<file path="config.mk">
export PLATFORM = sky130hd
export DESIGN_NAME = nns_scan_ctrl
export DESIGN_NICKNAME = d
export VERILOG_FILES = /design/src/rtl/nns_scan_ctrl.sv
export SDC_FILE = /design/constraint.sdc
export NUM_CORES = 1
export LEC_CHECK = 0
export BUFFER_PORTS_ARGS = -buffer_cell sky130_fd_sc_hd__buf_2
export CAP_MARGIN = 20
export CORE_MARGIN = 2
export CORE_UTILIZATION = 55
export CTS_BUF_LIST = sky130_fd_sc_hd__clkbuf_8 sky130_fd_sc_hd__clkbuf_16
export DETAILED_ROUTE_END_ITERATION = 7
export PLACE_DENSITY = 0.8
export SETUP_SLACK_MARGIN = 0.05
export SLEW_MARGIN = 20
export SYNTH_ARGS = -nofsm -noshare
export SYNTH_HDL_FRONTEND = slang
export SYNTH_SLANG_ARGS = --single-unit
</file>
<file path="constraint.sdc">
create_clock -name clk -period 6.4 [get_ports clk]
set_input_delay 0.64 -clock clk [delete_from_list [all_inputs] [get_ports clk]]
set_output_delay 0.64 -clock clk [all_outputs]
set_load 0.01 [all_outputs]
</file>
<file path="src/rtl/nns_scan_ctrl.sv">
// rtl/nns_scan_ctrl.sv - exhaustive 1-nearest-neighbour (taxicab) scan over an N-entry point RAM
module nns_scan_ctrl #(
   parameter int W  = 15,
   parameter int N  = 16,
   parameter int AW = 4
) (
   input  logic            clk,
   input  logic            rst,
   input  logic            start,
   input  logic [2*W-1:0]  query,
   output logic            mem_rd,
   output logic [AW-1:0]   mem_addr,
   input  logic [2*W-1:0]  mem_data,
   output logic            busy,
   output logic            done,
   output logic [AW-1:0]   best_idx,
   output logic [2*W-1:0]  best_val,
   output logic [W+1:0]    best_dist
);

   typedef enum logic [1:0] {IDLE, RUN, FLUSH, DONE} state_t;

   localparam logic [AW-1:0] LAST = AW'(N - 1);

   state_t           state, state_n;
   logic [AW-1:0]    cnt;
   logic [AW-1:0]    a_d;
   logic             v;
   logic [2*W-1:0]   q;
   logic [W-1:0]     xq, yq, xm, ym, dx, dy;
   logic [W+1:0]     d;
   logic             accept;

   assign accept = (state == IDLE) && start;

   always_ff @(posedge clk or posedge rst) begin
      if (rst) state <= IDLE;
      else     state <= state_n;
   end

   always_comb begin
      state_n = state;
      case (state)
         IDLE:    if (start) state_n = RUN;
         RUN:     if (cnt == LAST) state_n = FLUSH;
         FLUSH:   state_n = DONE;
         DONE:    state_n = IDLE;
         default: state_n = IDLE;
      endcase
   end

   // Outputs decode straight from state so an async reset drops them at once.
   assign mem_rd   = (state == RUN);
   assign mem_addr = cnt;
   assign busy     = (state != IDLE);
   assign done     = (state == DONE);

   assign xq = q[2*W-1:W];
   assign yq = q[W-1:0];
   assign xm = mem_data[2*W-1:W];
   assign ym = mem_data[W-1:0];
   assign dx = (xq >= xm) ? (xq - xm) : (xm - xq);
   assign dy = (yq >= ym) ? (yq - ym) : (ym - yq);
   assign d  = {2'b00, dx} + {2'b00, dy};

   always_ff @(posedge clk or posedge rst) begin
      if (rst) begin
         cnt       <= '0;
         a_d       <= '0;
         v         <= 1'b0;
         q         <= '0;
         best_idx  <= '0;
         best_val  <= '0;
         best_dist <= '1;
      end else begin
         v   <= (state == RUN);
         a_d <= cnt;
         if (accept) begin
            q         <= query;
            cnt       <= '0;
            best_idx  <= '0;
            best_val  <= '0;
            best_dist <= '1;
         end else begin
            if (state == RUN) cnt <= cnt + AW'(1);
            // Strict compare: on ties the earlier (lower) address wins.
            if (v && (d < best_dist)) begin
               best_dist <= d;
               best_val  <= mem_data;
               best_idx  <= a_d;
            end
         end
      end
   end

endmodule

</file>
# After elaboration in Yosys (flattened, before gate mapping)

Cells that the tools add are included.

Register bits after elaboration: 92

Add/subtract/negate cells: 6
Order comparisons: 3
Equal/unequal tests: 6
Muxes and demuxes: 13
Reductions and logical operators: 7

Operators with widths:

| kind                | count |
|---|---|
| $mux 30             | 2 |
| $sub 15x15->15      | 4 |
| $mux 17             | 2 |
| $ge 15x15->1        | 2 |
| $mux 15             | 2 |
| $lt 16x17->1        | 1 |
| $add 15x15->16      | 1 |
| $mux 4              | 4 |
| $pmux 2 s4          | 1 |
| $reduce_bool 2->1   | 3 |
| $add 4x1->4 const B | 1 |
| $eq 2x2->1 const B  | 2 |
| $eq 4x4->1 const B  | 1 |
| $mux 2              | 2 |
| $eq 2x1->1 const B  | 1 |
| $logic_and 1x1->1   | 2 |
| $logic_not 2->1     | 1 |
| $ne 2x1->1 const B  | 1 |
| $ne 2x2->1 const B  | 1 |
| $reduce_and 2->1    | 1 |

# Logic depth before layout (Yosys ltp)

Word-level depth: 7
Mapped depth: 29
Depth with buffers taken out: 25

# Worst setup path after synthesis

No wires, ideal clock.

Path kind: input to register
Start: input mem_data[6]
End: register best_dist[1]
Setup time: 0.082 ns
Arrival: 5.880 ns
Path slack: 0.438 ns
Stages: 27
Path buffers: 4
Cell sequence: inv_1 -> ha_1 -> buf_6 -> a211oi_2 -> nor3_1 -> nor2_2 -> a31oi_2 -> a311o_4 -> buf_6 -> buf_2 -> o21ai_0 -> xnor2_1 -> ha_1 -> a21o_1 -> a211oi_1 -> nor2_1 -> o41a_1 -> a221oi_1 -> xnor2_1 -> ha_1 -> a21o_1 -> a21o_1 -> a221o_1 -> a21oi_4 -> buf_2 -> nor2_1 -> a211o_1

Word-level cells in the longest chain between the ends: 6
Elaborated cells between the ends (all ways): 10

RTL lines:

| element                                        | RTL line | source |
|---|---|---|
| start: declaration                             | 13       | `input logic [2*W-1:0] mem_data,` |
| $sub 15x15->15 or $ge 15x15->1 (tied branches) | 63       | `assign dy = (yq >= ym) ? (yq - ym) : (ym - yq);` |
| $mux 15 (*)                                    | 63       |  |
| $add 15x15->16 (*)                             | 64       | `assign d = {2'b00, dx} + {2'b00, dy};` |
| $lt 16x17->1                                   | 87       | `if (v && (d < best_dist)) begin` |
| $logic_and 1x1->1                              | 87       |  |
| $reduce_bool 2->1 (no line)                    | -        |  |
| end signal: assignment                         | 74       | `best_dist <= '1;` |
| end signal: assignment                         | 83       | `best_dist <= '1;` |
| end signal: assignment                         | 88       | `best_dist <= d;` |
| end: declaration                               | 18       | `output logic [W+1:0] best_dist` |

Mark *: on every way between the ends. The rest lies on a longest branch, timed or not. The select of a mux whose other input is x is not followed.
A chain may end at the register's enable or synchronous reset.

# Final worst setup path

Start: input mem_data[8]
End: register best_val[10]

Word-level cells in the longest chain between the ends: 6
Elaborated cells between the ends (all ways): 8

RTL lines:

| element                                        | RTL line | source |
|---|---|---|
| $sub 15x15->15 or $ge 15x15->1 (tied branches) | 63       |  |
| $mux 15 (*)                                    | 63       |  |
| $add 15x15->16 (*)                             | 64       |  |
| $lt 16x17->1 (*)                               | 87       |  |
| $logic_and 1x1->1 (*)                          | 87       |  |
| $reduce_bool 2->1 (no line) (*)                | -        |  |
| end signal: assignment                         | 89       | `best_val <= mem_data;` |
| end: declaration                               | 17       | `output logic [2*W-1:0] best_val,` |

Mark *: on every way between the ends. The rest lies on a longest branch, timed or not.

==> run_results.csv <==
group,metric,value,unit
place,dp_slack,-0.00543,ns
logic_synthesis,synth.most_common_cell,"ha_1",
sta,worst_slack,0.361,ns
setup_path,timing.critical_path.fanout_max,17,
clock_tree,cts_root_buffer,"clkbuf_16",
logic_synthesis,synth_edf_count,0,
floorplanning,die_h,120,um
floorplanning,initial_utilization,0.562,
detailed_routing,dr_total_vias,6232,
logic_synthesis,synth.cells.most_frequent,"ha_1, inv_1, dfrtp_1",
hold_path,hold_path.class,"input port to async pin",
sta,rsz0062_at_grt,"false",
setup_path,worstPathArrival,6.24,ns
logic_synthesis,ys_ff_latch,92,
run_status,run_status,"finished, final reports clean",
logic_synthesis,syn-cell-area,7410,um^2
setup_path,cp-start-kind,"input port",
sta,min_period_over_period,0.944,
grt,globalRouteOverflowTotal,0,
detailed_routing,vias_per_cell,5.53,
floorplanning,rows,42,
detailed_routing,drt_iter0_drc,396,
detailed_routing,wl_per_cell,14.9,um
clock_tree,cts_tree,"done",
logic_synthesis,synth.distinct_cells,61,
floorplanning,dieWidth,120,um
grt,grt_max_degree,105,
place,place_area,8260,um^2
sta,whs,0.290,ns
clock_tree,numCtsBuffers,9,
grt,grt_pass1_vias,6040,
logic_synthesis,yosysWarnings,0,
layout,drive_above_1_share,0.216,
floorplanning,die-area,14400,um^2
place,dpl.hpwl,12500,um
logic_synthesis,netlist.area_leader.share,0.253,
grt,grt_pass1_wl,27900,um
detailed_routing,drc,0,
floorplanning,placeableCoreArea,13200,um^2
place,numPortBuffers,120,
setup_path,r2r_cells,23,
sta,fmax,166,MHz
detailed_routing,antenna_left,0,
layout,nFillCells,1124,
detailed_routing,finalWirelength,16800,um
job,cap_violations,0,
logic_synthesis,async_flop_share,1.00,
logic_synthesis,synth_nets,988,
sta,skew,0.00965,ns
sta,max_slew_margin,0.303,
grt,antenna_found_initial,0,
sta,worstMarginPinSlew,1.05,ns
place,place.gp.congestion,0.887,
clock_tree,clkTransAtPathRegs,0.07,ns
clock_tree,clock_latency,0.36,ns
detailed_routing,first_pass_iters,6,
clock_tree,cts.path.max_buffers,2,
setup_path,cp.required,6.60,ns
sta,hold_viol_final,0,
setup_path,setup.worst_path.class,"input port to flop",
logic_synthesis,yosysTopAreaCell,"dfrtp_1",
layout,nets,1108,
logic_synthesis,avgSynthCellArea,8.97,um^2
sta,fin_crit,6.04,ns
sta,setup_violations,0,
clock_tree,cts_htree_levels,3,
logic_synthesis,ys.flop_type,"dfrtp_1",
logic_synthesis,synthTopCellsByArea,"dfrtp_1, ha_1, mux2i_1, dfstp_2, inv_1",
clock_tree,cts.sinks,92,
sta,maxSlewViolCount,0,
logic_synthesis,syn_inst,826,
layout,diodes,0,
layout,multi_input_area,4600,um^2
logic_synthesis,seq_area_frac_synth,0.313,
grt,track_usage,0.238,
setup_path,critPathCaptureType,"flop",
layout,fin_area,8610,um^2
layout,area_delta_synth_final,16.2,%
floorplanning,boundaryPins,121,
layout,register_area,2320,um^2
## per-layer routing
| metal | global-route usage | vias to the layer above | routed length (um) |
|---|---|---|---|
| li1 | - | 3083 | - |
| met1 | 0.312 | 2957 | 7900 |
| met2 | 0.398 | 175 | 7660 |
| met3 | 0.0480 | 17 | 976 |
| met4 | 0.0684 | 0 | 262 |
| met5 | 0 | - | 0 |
## state kept, by name, indices dropped and copies added, names as in the netlist
signal / count
best_val: 30
mem_addr: 4
best_idx: 4
a_d: 4
v: 1
best_dist: 17
q: 30
state: 2
## layout make-up
| class | count | area share |
|---|---|---|
| well taps | 176 | 0.0256 |
| repair buffers | 143 | 0.0941 |
| clock inverters | 5 | 0.00901 |
| flip-flops and latches | 92 | 0.270 |
| inverters | 90 | 0.0395 |
| clock buffers | 10 | 0.0277 |
| multi-input cells | 610 | 0.534 |
## metrics by stage
step / setup TNS (ns) / std cells / util
after detailed placement: -0.00543 / 1108 / 0.626
after global routing: 0 / 1126 / 0.653
after CTS: 0 / 1123 / 0.650
final: 0 / 1126 / 0.653
after global placement: 0 / 1108 / 0.626
after floorplan: 0 / 826 / -
## timing repair
item | 4_1_cts | 5_1_grt
endpoints found under the setup margin | 0 | 43
buffers inserted | 0 | 2
gates resized for setup | 0 | 4
hold buffers | 0 | 0
## logic make-up (layout without fill, tap and decap cells)
kind of cell,Yosys count,after routing,share of synthesized area
fa+ha+maj,99,99,0.172
buf+inv,125,248,0.0692
simple gates,203,203,0.127
flops,92,92,0.313
xor+xnor,40,40,0.0473
compound gates,209,210,0.191
mux,58,58,0.0804
## final timing paths
| path | endpoint | startpoint | slack [ns] |
|---|---|---|---|
| setup / recovery | best_val[10]$_DFFE_PP0P_ | mem_data[8] | 0.36 |
| hold / removal | q[10]$_DFFE_PP0P_ | rst | 0.29 |
| setup reg to reg | best_val[10]$_DFFE_PP0P_ | q[8]$_DFFE_PP0P_ | 0.40 |
| hold reg to reg | best_dist[16]$_DFFE_PP1P_ | v$_DFF_PP0_ | 0.44 |
| max in group asynchronous | best_val[20]$_DFFE_PP0P_ | rst | 5.00 |
| min in group clk | best_dist[16]$_DFFE_PP1P_ | v$_DFF_PP0_ | 0.44 |
## cells in the final DEF, fill, tap and decap left out, types with 8 or more instances in the layout
cell,count
xnor2_1,21
nor2_1,71
dfrtp_1,75
mux2i_1,52
o21ai_0,54
a21o_1,36
ha_1,94
buf_2,120
a211o_1,10
xor2_1,19
a21oi_1,46
and3_1,8
nand2_1,63
clkbuf_16,9
and2_1,10
inv_1,90
nor3_1,9
buf_4,20
nor2b_1,9
dfstp_2,17
## worst max-delay path, cell delays in order
cell,delay [ns]
buf_2,0.10
inv_1,0.04
ha_1,0.41
and4_1,0.29
nand2_1,0.07
o31ai_1,0.36
a21o_1,0.29
a311o_4,0.21
mux2_4,0.32
a21oi_2,0.11
xnor2_1,0.13
ha_1,0.31
a211oi_1,0.28
nor2_1,0.11
o41a_1,0.37
a221oi_1,0.33
xnor2_1,0.19
ha_1,0.28
a21o_1,0.17
a21o_1,0.17
a221o_1,0.35
a21oi_4,0.21
buf_12,0.19
mux2i_1,0.22
nor2_1,0.05
Power is not shown: default switching activity piles up to over one toggle a cycle in this logic, so the estimate is an artifact.
